[config.mk]
export PLATFORM = sky130hd
export DESIGN_NAME = riscv_test_monitor_flat
export DESIGN_NICKNAME = d
export VERILOG_FILES = /design/src/rtl/riscv_test_monitor_pkg.sv /design/src/rtl/riscv_test_monitor_if.sv /design/src/rtl/riscv_test_monitor_fifo.sv /design/src/rtl/riscv_test_monitor.sv /design/src/flat_wrapper.sv
export SDC_FILE = /design/constraint.sdc
export NUM_CORES = 1
export LEC_CHECK = 0
export ABC_AREA = 1
export CORE_MARGIN = 2
export CORE_UTILIZATION = 50
export CTS_CLUSTER_DIAMETER = 120
export DETAILED_ROUTE_END_ITERATION = 7
export PLACE_DENSITY_LB_ADDON = 0.2
export SYNTH_ARGS = -nofsm -noshare
export SYNTH_HDL_FRONTEND = slang
export SYNTH_HIERARCHICAL = 1
export SYNTH_SLANG_ARGS = --single-unit
[constraint.sdc]
create_clock -name clk -period 17.04 [get_ports clk]
set_input_delay 2.556 -clock clk [delete_from_list [all_inputs] [get_ports clk]]
set_output_delay 2.556 -clock clk [all_outputs]
set_load 0.005 [all_outputs]
[src/rtl/riscv_test_monitor_pkg.sv]
// Shared types for the RISC-V data-bus pass/fail monitor: FSM state encoding
// and the store-log record layout.
package riscv_test_pkg;

    localparam int unsigned STORE_XLEN = 32;

    typedef enum logic [1:0] {
        MON_RUN     = 2'b00,
        MON_PASS    = 2'b01,
        MON_FAIL    = 2'b10,
        MON_TIMEOUT = 2'b11
    } mon_state_t;

    typedef struct packed {
        logic [STORE_XLEN-1:0] adr;
        logic [STORE_XLEN-1:0] data;
    } store_rec_t;

endpackage

[src/rtl/riscv_test_monitor_if.sv]
// Data-memory store tap between the single-cycle core (master) and the monitor (slave).
interface riscv_test_monitor_if #(
    parameter int unsigned XLEN = 32
);

    logic            MemWrite;
    logic [XLEN-1:0] DataAdr;
    logic [XLEN-1:0] WriteData;

    modport master (output MemWrite, DataAdr, WriteData);
    modport slave  (input  MemWrite, DataAdr, WriteData);

endinterface

[src/rtl/riscv_test_monitor_fifo.sv]
// First-word-fall-through synchronous FIFO; pointers carry an extra wrap bit
// so full and empty are distinguished without a separate counter.
module sync_fifo #(
    parameter int unsigned WIDTH = 64,
    parameter int unsigned DEPTH = 8
) (
    input  logic             clk,
    input  logic             rst,
    input  logic             push,
    input  logic             pop,
    input  logic [WIDTH-1:0] din,
    output logic [WIDTH-1:0] dout,
    output logic             full,
    output logic             empty
);

    localparam int unsigned AW = $clog2(DEPTH);

    logic [AW:0]      wr_ptr_q, wr_ptr_d;
    logic [AW:0]      rd_ptr_q, rd_ptr_d;
    logic [WIDTH-1:0] mem_q [DEPTH];
    logic [WIDTH-1:0] mem_d [DEPTH];
    logic             do_push;
    logic             do_pop;

    assign empty = (wr_ptr_q == rd_ptr_q);
    assign full  = (wr_ptr_q[AW] != rd_ptr_q[AW]) &&
                   (wr_ptr_q[AW-1:0] == rd_ptr_q[AW-1:0]);
    assign dout  = mem_q[rd_ptr_q[AW-1:0]];

    // A push into a full FIFO is accepted only when the head leaves in the same cycle.
    assign do_pop  = pop && !empty;
    assign do_push = push && (!full || do_pop);

    always_comb begin
        mem_d    = mem_q;
        wr_ptr_d = wr_ptr_q;
        rd_ptr_d = rd_ptr_q;
        if (do_push) begin
            mem_d[wr_ptr_q[AW-1:0]] = din;
            wr_ptr_d                = wr_ptr_q + 1'b1;
        end
        if (do_pop) begin
            rd_ptr_d = rd_ptr_q + 1'b1;
        end
    end

    always_ff @(posedge clk or posedge rst) begin
        if (rst) begin
            wr_ptr_q <= '0;
            rd_ptr_q <= '0;
            for (int unsigned i = 0; i < DEPTH; i++) begin
                mem_q[i] <= '0;
            end
        end else begin
            wr_ptr_q <= wr_ptr_d;
            rd_ptr_q <= rd_ptr_d;
            mem_q    <= mem_d;
        end
    end

endmodule

[src/rtl/riscv_test_monitor.sv]
// Pass/fail monitor for the single-cycle core's store bus: tohost completion
// check, cycle watchdog and a FIFO log of ordinary stores.
module riscv_test_monitor
    import riscv_test_pkg::*;
#(
    parameter int unsigned     XLEN        = 32,
    parameter logic [XLEN-1:0] TOHOST_ADDR = 32'd100,
    parameter logic [XLEN-1:0] PASS_DATA   = 32'd25,
    parameter int unsigned     TIMEOUT     = 500,
    parameter int unsigned     LOG_DEPTH   = 8
) (
    input  logic                 clk,
    input  logic                 reset,
    riscv_test_monitor_if.slave  bus,
    input  logic                 log_pop,
    output logic                 log_valid,
    output logic [XLEN-1:0]      log_adr,
    output logic [XLEN-1:0]      log_data,
    output logic                 log_overflow,
    output logic [1:0]           state,
    output logic                 done,
    output logic [31:0]          cycle_count,
    output logic [31:0]          store_count
);

    mon_state_t  state_q, state_d;
    logic [31:0] cycle_q, cycle_d;
    logic [31:0] store_q, store_d;
    logic        ovf_q, ovf_d;

    logic        running;
    logic        tohost;
    logic        log_push;
    logic        timeout_hit;
    logic        log_full;
    logic        log_empty;
    store_rec_t  rec_in;
    store_rec_t  rec_out;

    assign running     = (state_q == MON_RUN);
    assign tohost      = bus.MemWrite && (bus.DataAdr == TOHOST_ADDR);
    assign log_push    = running && bus.MemWrite && !tohost;
    assign timeout_hit = (TIMEOUT != 0) && (cycle_q == 32'(TIMEOUT - 1));

    assign rec_in.adr  = STORE_XLEN'(bus.DataAdr);
    assign rec_in.data = STORE_XLEN'(bus.WriteData);

    always_comb begin
        state_d = state_q;
        cycle_d = cycle_q;
        store_d = store_q;
        ovf_d   = ovf_q;
        if (running) begin
            cycle_d = cycle_q + 32'd1;
            // A tohost store outranks a watchdog expiry in the same cycle.
            if (tohost) begin
                state_d = (bus.WriteData == PASS_DATA) ? MON_PASS : MON_FAIL;
            end else if (timeout_hit) begin
                state_d = MON_TIMEOUT;
            end
            if (log_push) begin
                store_d = store_q + 32'd1;
                if (log_full && !log_pop) begin
                    ovf_d = 1'b1;
                end
            end
        end
    end

    always_ff @(posedge clk or posedge reset) begin
        if (reset) begin
            state_q <= MON_RUN;
            cycle_q <= '0;
            store_q <= '0;
            ovf_q   <= 1'b0;
        end else begin
            state_q <= state_d;
            cycle_q <= cycle_d;
            store_q <= store_d;
            ovf_q   <= ovf_d;
        end
    end

    sync_fifo #(
        .WIDTH ($bits(store_rec_t)),
        .DEPTH (LOG_DEPTH)
    ) u_log (
        .clk   (clk),
        .rst   (reset),
        .push  (log_push),
        .pop   (log_pop),
        .din   (rec_in),
        .dout  (rec_out),
        .full  (log_full),
        .empty (log_empty)
    );

    assign log_valid    = !log_empty;
    assign log_adr      = XLEN'(rec_out.adr);
    assign log_data     = XLEN'(rec_out.data);
    assign log_overflow = ovf_q;
    assign state        = state_q;
    assign done         = (state_q != MON_RUN);
    assign cycle_count  = cycle_q;
    assign store_count  = store_q;

endmodule

[src/flat_wrapper.sv]
// flat-port wrapper written by rule: the top's interface ports become plain ports
module riscv_test_monitor_flat import riscv_test_pkg::*;
#(
    parameter int unsigned     XLEN        = 32,
    parameter logic [XLEN-1:0] TOHOST_ADDR = 32'd100,
    parameter logic [XLEN-1:0] PASS_DATA   = 32'd25,
    parameter int unsigned     TIMEOUT     = 500,
    parameter int unsigned     LOG_DEPTH   = 8
)
  (clk, reset, log_pop, log_valid, log_adr, log_data, log_overflow, state, done, cycle_count, store_count, bus_MemWrite, bus_DataAdr, bus_WriteData);
  riscv_test_monitor_if #(.XLEN(XLEN)) bus_i ();
  input  logic clk;
  input  logic reset;
  input  logic log_pop;
  output logic log_valid;
  output logic [XLEN-1:0] log_adr;
  output logic [XLEN-1:0] log_data;
  output logic log_overflow;
  output logic [1:0] state;
  output logic done;
  output logic [31:0] cycle_count;
  output logic [31:0] store_count;
  input wire logic [$bits(bus_i.MemWrite)-1:0] bus_MemWrite;
  input wire logic [$bits(bus_i.DataAdr)-1:0] bus_DataAdr;
  input wire logic [$bits(bus_i.WriteData)-1:0] bus_WriteData;
  assign bus_i.MemWrite = bus_MemWrite;
  assign bus_i.DataAdr = bus_DataAdr;
  assign bus_i.WriteData = bus_WriteData;
  riscv_test_monitor #(.XLEN(XLEN), .TOHOST_ADDR(TOHOST_ADDR), .PASS_DATA(PASS_DATA), .TIMEOUT(TIMEOUT), .LOG_DEPTH(LOG_DEPTH)) u_core (.clk(clk), .reset(reset), .bus(bus_i), .log_pop(log_pop), .log_valid(log_valid), .log_adr(log_adr), .log_data(log_data), .log_overflow(log_overflow), .state(state), .done(done), .cycle_count(cycle_count), .store_count(store_count));
endmodule
==> results of run 1 <==
-- worst max-delay path by stage --
stage / startpoint / to / slack (ns) / cells after the start
2_1_floorplan: reset / u_core/u_log/mem_q[0] / 7.42 / 1
3_3_place_gp: bus_DataAdr[0] / u_core/u_log/mem_q[223] / 10.24 / 11
3_5_place_dp: bus_DataAdr[4] / u_core/u_log/mem_q[250] / 10.19 / 11
4_1_cts: u_core/u_log/rd_ptr_q[0] / log_adr[31] / 9.82 / 7
5_1_grt: u_core/u_log/rd_ptr_q[0] / log_adr[31] / 9.48 / 7
6_report: u_core/u_log/rd_ptr_q[0] / log_data[6] / 9.69 / 7
-- critical path: stages (launching register included) --
cell                              delay (ns)
sky130_fd_sc_hd__dfrtp_4                1.03
sky130_fd_sc_hd__buf_4                  0.80
sky130_fd_sc_hd__buf_4                  1.01
sky130_fd_sc_hd__o21ai_0                0.27
sky130_fd_sc_hd__o22ai_1                0.23
sky130_fd_sc_hd__nand2_1                0.09
sky130_fd_sc_hd__nand2_1                0.15
sky130_fd_sc_hd__clkdlybuf4s50_1        0.52
-- through the flow --
| step | instances | worst slack (ns) |
|---|---|---|
| detailed placement | 4595 | 10.19 |
| floorplan | 3969 | 7.420 |
| global placement | 4595 | 10.24 |
| CTS | 4710 | 9.817 |
| finish | 4711 | 9.685 |
| global route | 4710 | 9.484 |
-- area by class of cell --
type,count,area [um2],area share [%]
Sequential cell,587,14700,43.13
Clock inverter,15,162.7,0.4772
Multi-Input combinational cell,2925,13710,40.22
Tap cell,782,978.4,2.870
Timing Repair Buffer,233,2300,6.747
Inverter,68,270.3,0.7929
Clock buffer,100,1963,5.759
Antenna cell,1,2.502,0.007341
-- cells in the final DEF, fill, tap and decap left out, drive strengths merged --
cell / synthesis / layout
buf: 202 / 33
o21ai: 273 / 273
nor3: 19 / 19
dfrtp: 587 / 587
nor2: 390 / 390
a21o: 1 / 1
a21oi: 1 / 1
and3: 1 / 1
o22ai: 128 / 128
inv: 68 / 68
nand3b: 12 / 12
nand3: 45 / 45
and2: 1 / 1
nor4: 1 / 1
clkbuf: 187 / 100
clkinvlp: 0 / 3
diode: 0 / 1
clkdlybuf4s50: 0 / 200
nand2: 1473 / 1473
or2: 1 / 1
ha: 4 / 4
clkinv: 0 / 9
xor2: 29 / 29
xnor2: 19 / 19
bufinv: 0 / 3
nand4: 526 / 526
o21bai: 1 / 1
-- routing by layer --
layer | vias to the layer above | global-route usage, %
met5 | - | 0
met4 | 4 | 10.00
met3 | 193 | 5.840
met2 | 1155 | 46.96
met1 | 13565 | 42.04
li1 | 13104 | -
-- logic make-up (layout without fill, tap and decap cells) --
family / count (synthesis) / after routing / share of synthesized area [%]
compound gates: 404 / 404 / 7.243
xor+xnor: 48 / 48 / 1.376
fa+ha+maj: 4 / 4 / 0.1638
buf+inv: 457 / 416 / 7.202
flops: 587 / 587 / 48.07
other cells: 0 / 1 / 0
simple gates: 2469 / 2469 / 35.95
-- state kept, by name (all words and copies together) (netlist names) --
| name | flops |
|---|---|
| u_core/u_log/mem_q | 512 |
| u_core/cycle_count | 32 |
| u_core/store_count | 32 |
| u_core/u_log/rd_ptr_q | 4 |
| u_core/u_log/wr_ptr_q | 4 |
| u_core/state | 2 |
| u_core/log_overflow | 1 |
-- power groups by stage --
stage | clock network [uW] | logic (uW) | registers (uW)
after floorplan | 0 | 831 | 1430
after global placement | 0 | 1310 | 1500
after detailed placement | 0 | 1310 | 1500
after CTS | 1440 | 1320 | 1470
after global routing | 1500 | 1450 | 1480
final | 1420 | 1320 | 1480
==> flow_summary.html, run 1 <==
<table>
<tr><th>Metric</th><th>Value</th></tr>
<tr><th colspan="2">Pwr</th></tr>
<tr><td>Clock network fraction of design power</td><td>between 30% and 40%</td></tr>
<tr><td>Worst vdd ir</td><td>104.4 uV</td></tr>
<tr><td>Switching component of the power</td><td>roughly 1500 uW</td></tr>
<tr><td>Combinational share of power</td><td>31.4%</td></tr>
<tr><td>Leak Pwr</td><td>0.01722 uW</td></tr>
<tr><td>Internal power consumption</td><td>between 2000 and 3000 uW</td></tr>
<tr><td>Switching portion of total power</td><td>between 30% and 40%</td></tr>
<tr><td>Sequential group share of total power</td><td>35.0%</td></tr>
<tr><td>Areal power density over the cells</td><td>approximately 120 nW/um2</td></tr>
<tr><td>Total Power Consumption</td><td>4224 uW</td></tr>
<tr><th colspan="2">Clock tree</th></tr>
<tr><td>Resized Gates After CTS</td><td>0</td></tr>
<tr><td>CTS Hold Buffers Added</td><td>0</td></tr>
<tr><td>Max Root-Sink Buffers</td><td>3</td></tr>
<tr><td>CTS sink cnt</td><td>about 600</td></tr>
<tr><td>Setup Fix Bufs, Post-CTS</td><td>0</td></tr>
<tr><td>Latest clock arrival within the worst-skew pair</td><td>slightly above 0.6 ns</td></tr>
<tr><td>Root buffer selected by CTS</td><td>sky130_fd_sc_hd__clkbuf_16</td></tr>
<tr><td>H-tree levels</td><td>3</td></tr>
<tr><td>Post-CTS clock slew at the launch and capture registers of the worst setup and hold paths</td><td>0.06 ns</td></tr>
<tr><td>Number of buffers inserted during clock tree synthesis</td><td>between 60 and 70</td></tr>
<tr><td>CTS tree</td><td>done</td></tr>
<tr><th colspan="2">Worst hold path</th></tr>
<tr><td>Hold Path Sink</td><td>u_core/u_log/mem_q[81]</td></tr>
<tr><td>Type of the tightest min-delay check</td><td>flip-flop to flip-flop</td></tr>
<tr><td>Cells on Worst Hold Path</td><td>2</td></tr>
<tr><td>Hold Crit Start</td><td>u_core/u_log/mem_q[81]</td></tr>
<tr><th colspan="2">Logic synthesis</th></tr>
<tr><td>Warnings from Yosys</td><td>6</td></tr>
<tr><td>Net count after synthesis</td><td>between 4,000 and 5,000</td></tr>
<tr><td>Sequential cell area fraction in the yosys report</td><td>~48%</td></tr>
<tr><td>Yosys reg bits</td><td>587</td></tr>
<tr><td>Average footprint of a synthesized cell</td><td>about 7.7 um2</td></tr>
<tr><td>Post-synth top flop</td><td>sky130_fd_sc_hd__dfrtp_1</td></tr>
<tr><td>Proportion of synthesized flip-flops having asynchronous set or reset</td><td>100.0%</td></tr>
<tr><td>Cell count after synthesis</td><td>between 3,000 and 4,000</td></tr>
<tr><td>Fraction of synthesized cell area taken by the top area cell type</td><td>~48%</td></tr>
<tr><td>Library cell with the largest summed area after synthesis</td><td>sky130_fd_sc_hd__dfrtp_1</td></tr>
<tr><td>Post-synth top cells</td><td>1,467 x sky130_fd_sc_hd__nand2_1, 587 x sky130_fd_sc_hd__dfrtp_1, 526 x sky130_fd_sc_hd__nand4_1</td></tr>
<tr><td>Top area cells in the synthesized netlist</td><td>sky130_fd_sc_hd__dfrtp_1 48%, sky130_fd_sc_hd__nand2_1 18%, sky130_fd_sc_hd__nand4_1 11%</td></tr>
<tr><td>Cell area after technology mapping</td><td>approximately 31,000 um2</td></tr>
<tr><td>Count of flip-flops with a built-in enable after synthesis</td><td>0</td></tr>
<tr><td>Library cell with the highest instance count after synthesis</td><td>sky130_fd_sc_hd__nand2_1</td></tr>
<tr><td>Number of library cell types mapped by synthesis</td><td>38</td></tr>
<tr><th colspan="2">Route</th></tr>
<tr><td>TritonRoute pass-1 iters</td><td>6</td></tr>
<tr><td>Aggregate routed wire length</td><td>between 90,000 and 100,000 um</td></tr>
<tr><td>First-iteration detailed-routing DRC count</td><td>a little over 3,000</td></tr>
<tr><td>Met1 wire length</td><td>about 41,000 um</td></tr>
<tr><td>Routed met2 length</td><td>~43,000 um</td></tr>
<tr><td># DRC</td><td>0</td></tr>
<tr><td>Routed vias/inst</td><td>5.948</td></tr>
<tr><td>Via count of the routed design</td><td>28,021</td></tr>
<tr><td>Met3 wire length</td><td>approximately 8300 um</td></tr>
<tr><td>Post-DR wirelength/cell</td><td>between 20 and 25 um</td></tr>
<tr><td>Top layer used by detailed routing</td><td>met5</td></tr>
<tr><td>Final ANT Viol Nets</td><td>0</td></tr>
<tr><th colspan="2">STA</th></tr>
<tr><td>Worst slew margin relative to its limit</td><td>a little under a fifth</td></tr>
<tr><td>Hold slack</td><td>roughly 0.46 ns</td></tr>
<tr><td>Setup repair after global routing missed its margin</td><td>false</td></tr>
<tr><td>Slew Viols, Final</td><td>0</td></tr>
<tr><td>Slew @ Worst Pin</td><td>1.223 ns</td></tr>
<tr><td>Final Hold Violating Endpoints</td><td>0</td></tr>
<tr><td>Clock period minus worst slack</td><td>~7.4 ns</td></tr>
<tr><td>Period utilization</td><td>around 43%</td></tr>
<tr><td>Setup TNS</td><td>0 ns</td></tr>
<tr><td>Setup skew after layout</td><td>roughly 0.028 ns</td></tr>
<tr><td>Setup violation total in the final timing report</td><td>0</td></tr>
<tr><td>Max Clk Rate</td><td>around 140 MHz</td></tr>
<tr><th colspan="2">Placed design</th></tr>
<tr><td>Placed instance area</td><td>roughly 32,000 um2</td></tr>
<tr><td>Routability cong.</td><td>roughly 0.87</td></tr>
<tr><td># port buffers</td><td>200</td></tr>
<tr><td>DP HPWL</td><td>about 48,000 um</td></tr>
<tr><th colspan="2">Global routing</th></tr>
<tr><td>Via count of the first global-routing pass</td><td>between 20,000 and 30,000</td></tr>
<tr><td>Largest net degree at the start of global routing</td><td>approximately 230</td></tr>
<tr><td>Initial antenna violation count</td><td>2</td></tr>
<tr><td>Overall Global Routing Usage</td><td>between 30% and 40%</td></tr>
<tr><td>Global-route wire length before repair</td><td>around 150,000 um</td></tr>
<tr><td>Total congestion overflow</td><td>0</td></tr>
<tr><th colspan="2">Layout</th></tr>
<tr><td>Final core utilization</td><td>about 56%</td></tr>
<tr><td>Area of all placed cells without fillers</td><td>~34,000 um2</td></tr>
<tr><td>Area growth from synthesis to layout</td><td>11.55%</td></tr>
<tr><td>Share of post-route cells with drive strength above 1</td><td>about 5%</td></tr>
<tr><td>Fill cell count</td><td>around 5,600</td></tr>
<tr><td>Layout net count</td><td>3,954</td></tr>
<tr><th colspan="2">Floorplan</th></tr>
<tr><td>Die area</td><td>approximately 63,000 um2</td></tr>
<tr><td>Die extent in x</td><td>~250 um</td></tr>
<tr><td>Starting Density</td><td>50.63%</td></tr>
<tr><td>Cell Rows</td><td>90</td></tr>
<tr><td>Die outline height</td><td>251.2 um</td></tr>
<tr><td>Total core area</td><td>60,360 um2</td></tr>
<tr><td>Number of primary I/O pins</td><td>about 200</td></tr>
<tr><th colspan="2">Setup path</th></tr>
<tr><td>Setup CP Type</td><td>flip-flop to output pin</td></tr>
<tr><td>Largest fanout on the critical path</td><td>around 110</td></tr>
<tr><td>Depth of the most critical reg-to-reg path</td><td>10</td></tr>
<tr><td>Worst EP arrival</td><td>4.80 ns</td></tr>
<tr><td>Req. time, crit path</td><td>14.48 ns</td></tr>
<tr><td>Reg-to-reg endpoint</td><td>u_core/u_log/mem_q[110]</td></tr>
<tr><td>Reg-to-reg slack, setup</td><td>about 11 ns</td></tr>
<tr><td>CP Capture Type</td><td>output pin</td></tr>
<tr><td>Reg-to-Reg Start</td><td>u_core/u_log/rd_ptr_q[0]</td></tr>
<tr><td>Worst Setup Start Kind</td><td>flip-flop</td></tr>
<tr><th colspan="2">Run</th></tr>
<tr><td>Number of maximum-capacitance violations</td><td>0</td></tr>
<tr><th colspan="2">Outcome</th></tr>
<tr><td>Status</td><td>completed</td></tr>
</table>
Power figures use the tool's default switching activity.
==> run 2: changes to the inputs <==
- clock period: 17.04 -> 6.9 ns (I/O delays scaled with it)
==> run 2 against run 1 <==
- critical path depth did not move
- setup slack got worse by 7.9 ns
- hold slack improved by 0.0011 ns
- non-clock buffer count rose by 7
- clock-buffer cell count rose by 9
- first-iteration DRC count rose by 0.23%
- largest cell class unchanged
- highest routed layer unchanged
==> flow_summary.html, run 2 (same netlist as run 1, synthesis figures left out) <==
<table>
<tr><th>Metric</th><th>Value</th></tr>
<tr><th colspan="2">Global routing</th></tr>
<tr><td>Initial antenna violation count</td><td>4 (+2)</td></tr>
<tr><td>Via count of the first global-routing pass</td><td>26,639 (-1.1%)</td></tr>
<tr><td>Overall Global Routing Usage</td><td>30.74% (+0.72 points)</td></tr>
<tr><td>Largest net degree at the start of global routing</td><td>253 (+8.6%)</td></tr>
<tr><td>Total congestion overflow</td><td>0 (unchanged)</td></tr>
<tr><td>Global-route wire length before repair</td><td>154,100 um (+1.5%)</td></tr>
<tr><th colspan="2">Setup path</th></tr>
<tr><td>CP Capture Type</td><td>output pin</td></tr>
<tr><td>Worst Setup Start Kind</td><td>flip-flop</td></tr>
<tr><td>Setup CP Type</td><td>flip-flop to output pin</td></tr>
<tr><td>Largest fanout on the critical path</td><td>122 (+15%)</td></tr>
<tr><td>Worst EP arrival</td><td>4.12 ns (-0.68 ns)</td></tr>
<tr><td>Req. time, crit path</td><td>5.86 ns (-8.62 ns)</td></tr>
<tr><th colspan="2">Floorplan</th></tr>
<tr><td>Die extent in x</td><td>251.2 um (unchanged)</td></tr>
<tr><td>Die area</td><td>63,110 um2 (unchanged)</td></tr>
<tr><td>Die outline height</td><td>251.2 um (unchanged)</td></tr>
<tr><td>Total core area</td><td>60,360 um2 (unchanged)</td></tr>
<tr><td>Number of primary I/O pins</td><td>201 (unchanged)</td></tr>
<tr><td>Starting Density</td><td>50.63% (unchanged)</td></tr>
<tr><td>Cell Rows</td><td>90 (unchanged)</td></tr>
<tr><th colspan="2">STA</th></tr>
<tr><td>Hold slack</td><td>0.4637 ns (+0.001068 ns)</td></tr>
<tr><td>Setup TNS</td><td>0 ns (unchanged)</td></tr>
<tr><td>Setup repair after global routing missed its margin</td><td>false</td></tr>
<tr><td>Slew Viols, Final</td><td>0 (unchanged)</td></tr>
<tr><td>Clock period minus worst slack</td><td>5.152 ns</td></tr>
<tr><td>Max Clk Rate</td><td>about 190 MHz</td></tr>
<tr><td>Final Hold Violating Endpoints</td><td>0 (unchanged)</td></tr>
<tr><td>Worst slew margin relative to its limit</td><td>22.40% (+4.0 points)</td></tr>
<tr><td>Setup violation total in the final timing report</td><td>0 (unchanged)</td></tr>
<tr><td>Setup skew after layout</td><td>0.02303 ns (-0.005351 ns)</td></tr>
<tr><td>Period utilization</td><td>74.67%</td></tr>
<tr><td>Slew @ Worst Pin</td><td>1.164 ns (-0.05948 ns)</td></tr>
<tr><td>Post-route worst setup slack</td><td>1.748 ns (-7.938 ns)</td></tr>
<tr><th colspan="2">Worst hold path</th></tr>
<tr><td>Type of the tightest min-delay check</td><td>flip-flop to flip-flop</td></tr>
<tr><th colspan="2">Layout</th></tr>
<tr><td>Fill cell count</td><td>5,613 (+0.21%)</td></tr>
<tr><td>Commonest non-fill, non-tap cell in the layout</td><td>sky130_fd_sc_hd__nand2_1</td></tr>
<tr><td>Area growth from synthesis to layout</td><td>12.21%</td></tr>
<tr><td>Share of post-route cells with drive strength above 1</td><td>5.159% (+0.14 points)</td></tr>
<tr><td>Area of all placed cells without fillers</td><td>34,290 um2 (+0.60%)</td></tr>
<tr><td>Commonest cells after routing, fill and taps aside</td><td>1,467 x sky130_fd_sc_hd__nand2_1, 584 x sky130_fd_sc_hd__dfrtp_1, 526 x sky130_fd_sc_hd__nand4_1</td></tr>
<tr><td>Layout net count</td><td>3,961 (+0.18%)</td></tr>
<tr><td>Top register by number of flip-flops</td><td>u_core/u_log/mem_q</td></tr>
<tr><td>Max FFs per register</td><td>512 (unchanged)</td></tr>
<tr><th colspan="2">Route</th></tr>
<tr><td>Routed vias/inst</td><td>5.978 (+0.50%)</td></tr>
<tr><td>Via count of the routed design</td><td>28,202 (+0.65%)</td></tr>
<tr><td>Final ANT Viol Nets</td><td>0 (unchanged)</td></tr>
<tr><td>TritonRoute pass-1 iters</td><td>6 (unchanged)</td></tr>
<tr><td>Post-DR wirelength/cell</td><td>20.71 um (+2.4%)</td></tr>
<tr><td># DRC</td><td>0 (unchanged)</td></tr>
<tr><td>Aggregate routed wire length</td><td>97,730 um (+2.5%)</td></tr>
<tr><td>First-iteration detailed-routing DRC count</td><td>3,105 (+0.23%)</td></tr>
<tr><th colspan="2">Clock tree</th></tr>
<tr><td>Post-CTS clock slew at the launch and capture registers of the worst setup and hold paths</td><td>0.06 ns (about the same)</td></tr>
<tr><td>Max Root-Sink Buffers</td><td>3 (unchanged)</td></tr>
<tr><td>Number of buffers inserted during clock tree synthesis</td><td>67 (unchanged)</td></tr>
<tr><td>CTS tree</td><td>done</td></tr>
<tr><td>CTS Hold Buffers Added</td><td>0 (unchanged)</td></tr>
<tr><td>CTS sink cnt</td><td>587 (unchanged)</td></tr>
<tr><td>Resized Gates After CTS</td><td>0 (unchanged)</td></tr>
<tr><td>Setup Fix Bufs, Post-CTS</td><td>0 (unchanged)</td></tr>
<tr><td>H-tree levels</td><td>3 (unchanged)</td></tr>
<tr><td>Latest clock arrival within the worst-skew pair</td><td>0.61 ns (about the same)</td></tr>
<tr><td>Root buffer selected by CTS</td><td>sky130_fd_sc_hd__clkbuf_16</td></tr>
<tr><th colspan="2">Placed design</th></tr>
<tr><td>Worst slack after detailed placement</td><td>2.335 ns (-7.854 ns)</td></tr>
<tr><td>Routability cong.</td><td>0.8530 (-2.0%)</td></tr>
<tr><td>Placed instance area</td><td>32,040 um2 (+0.24%)</td></tr>
<tr><td># port buffers</td><td>200 (unchanged)</td></tr>
<tr><td>DP HPWL</td><td>48,980 um (+1.9%)</td></tr>
<tr><th colspan="2">Pwr</th></tr>
<tr><td>Worst vdd ir</td><td>232.7 uV (+120%)</td></tr>
<tr><td>Leak Pwr</td><td>0.01732 uW (+0.55%)</td></tr>
<tr><td>Areal power density over the cells</td><td>309.8 nW/um2 (+150%)</td></tr>
<tr><td>Total Power Consumption</td><td>10,620 uW (+150%)</td></tr>
<tr><th colspan="2">Run</th></tr>
<tr><td>Number of maximum-capacitance violations</td><td>0 (unchanged)</td></tr>
<tr><th colspan="2">Outcome</th></tr>
<tr><td>Status</td><td>completed</td></tr>
</table>
[run 2: changes by cell type in the layout (fill, tap and decap cells not counted)]
cell / previous run / this run
sky130_fd_sc_hd__buf_4: 29 / 34
sky130_fd_sc_hd__clkinvlp_4: 3 / 1
sky130_fd_sc_hd__bufinv_16: 3 / 4
sky130_fd_sc_hd__clkbuf_16: 69 / 73
sky130_fd_sc_hd__inv_6: 2 / 0
sky130_fd_sc_hd__clkbuf_8: 12 / 16
sky130_fd_sc_hd__clkbuf_1: 19 / 20
sky130_fd_sc_hd__buf_12: 4 / 6
sky130_fd_sc_hd__clkinv_2: 9 / 3
[run 2: cell type report]
class	count	area, um2	area share [%]
Antenna cell	1	2.502	0.007298
Clock buffer	109	2122	6.188
Clock inverter	6	130.1	0.3795
Inverter	68	270.3	0.7881
Multi-Input combinational cell	2925	13710	39.98
Sequential cell	587	14700	42.87
Tap cell	782	978.4	2.853
Timing Repair Buffer	240	2377	6.933
[run 2: worst paths after layout]
kind / depth (start not counted) / slack (ns) / to / start
max: 7 / 1.75 / log_adr[16] / u_core/u_log/rd_ptr_q[0]
min: 2 / 0.46 / u_core/u_log/mem_q[190] / u_core/u_log/mem_q[190]
max reg2reg: 10 / 2.46 / u_core/u_log/mem_q[488] / u_core/u_log/rd_ptr_q[0]
min reg2reg: 2 / 0.46 / u_core/u_log/mem_q[190] / u_core/u_log/mem_q[190]
max in group asynchronous: 3 / 4.45 / u_core/u_log/mem_q[171] / reset
min in group asynchronous: 2 / 0.83 / u_core/store_count[15] / reset
[run 2: through the flow]
step / instances / util, %
floorplan: 3969 / -
global placement: 4602 / 53.08
detailed placement: 4602 / 53.08
CTS: 4717 / 56.81
global route: 4717 / 56.81
finish: 4718 / 56.81
[run 2: report_power, final]
group | switching [uW] | internal [uW]
combinational | 2040 | 1250
clock | 1450 | 2240
sequential | 177 | 3460
[run 2: critical path, cell delays in order, from the launching register on]
cell	delay [ns]
sky130_fd_sc_hd__dfrtp_4	0.82
sky130_fd_sc_hd__inv_8	0.68
sky130_fd_sc_hd__buf_4	0.77
sky130_fd_sc_hd__o21ai_0	0.21
sky130_fd_sc_hd__o22ai_1	0.17
sky130_fd_sc_hd__nand2_1	0.07
sky130_fd_sc_hd__nand2_1	0.17
sky130_fd_sc_hd__clkdlybuf4s50_1	0.54
[run 2: layer usage]
layer	GRT usage [%]	wire, um
met5	0	49
met4	9.592	2670
met3	5.974	8239
met2	47.88	45180
met1	43.48	41590
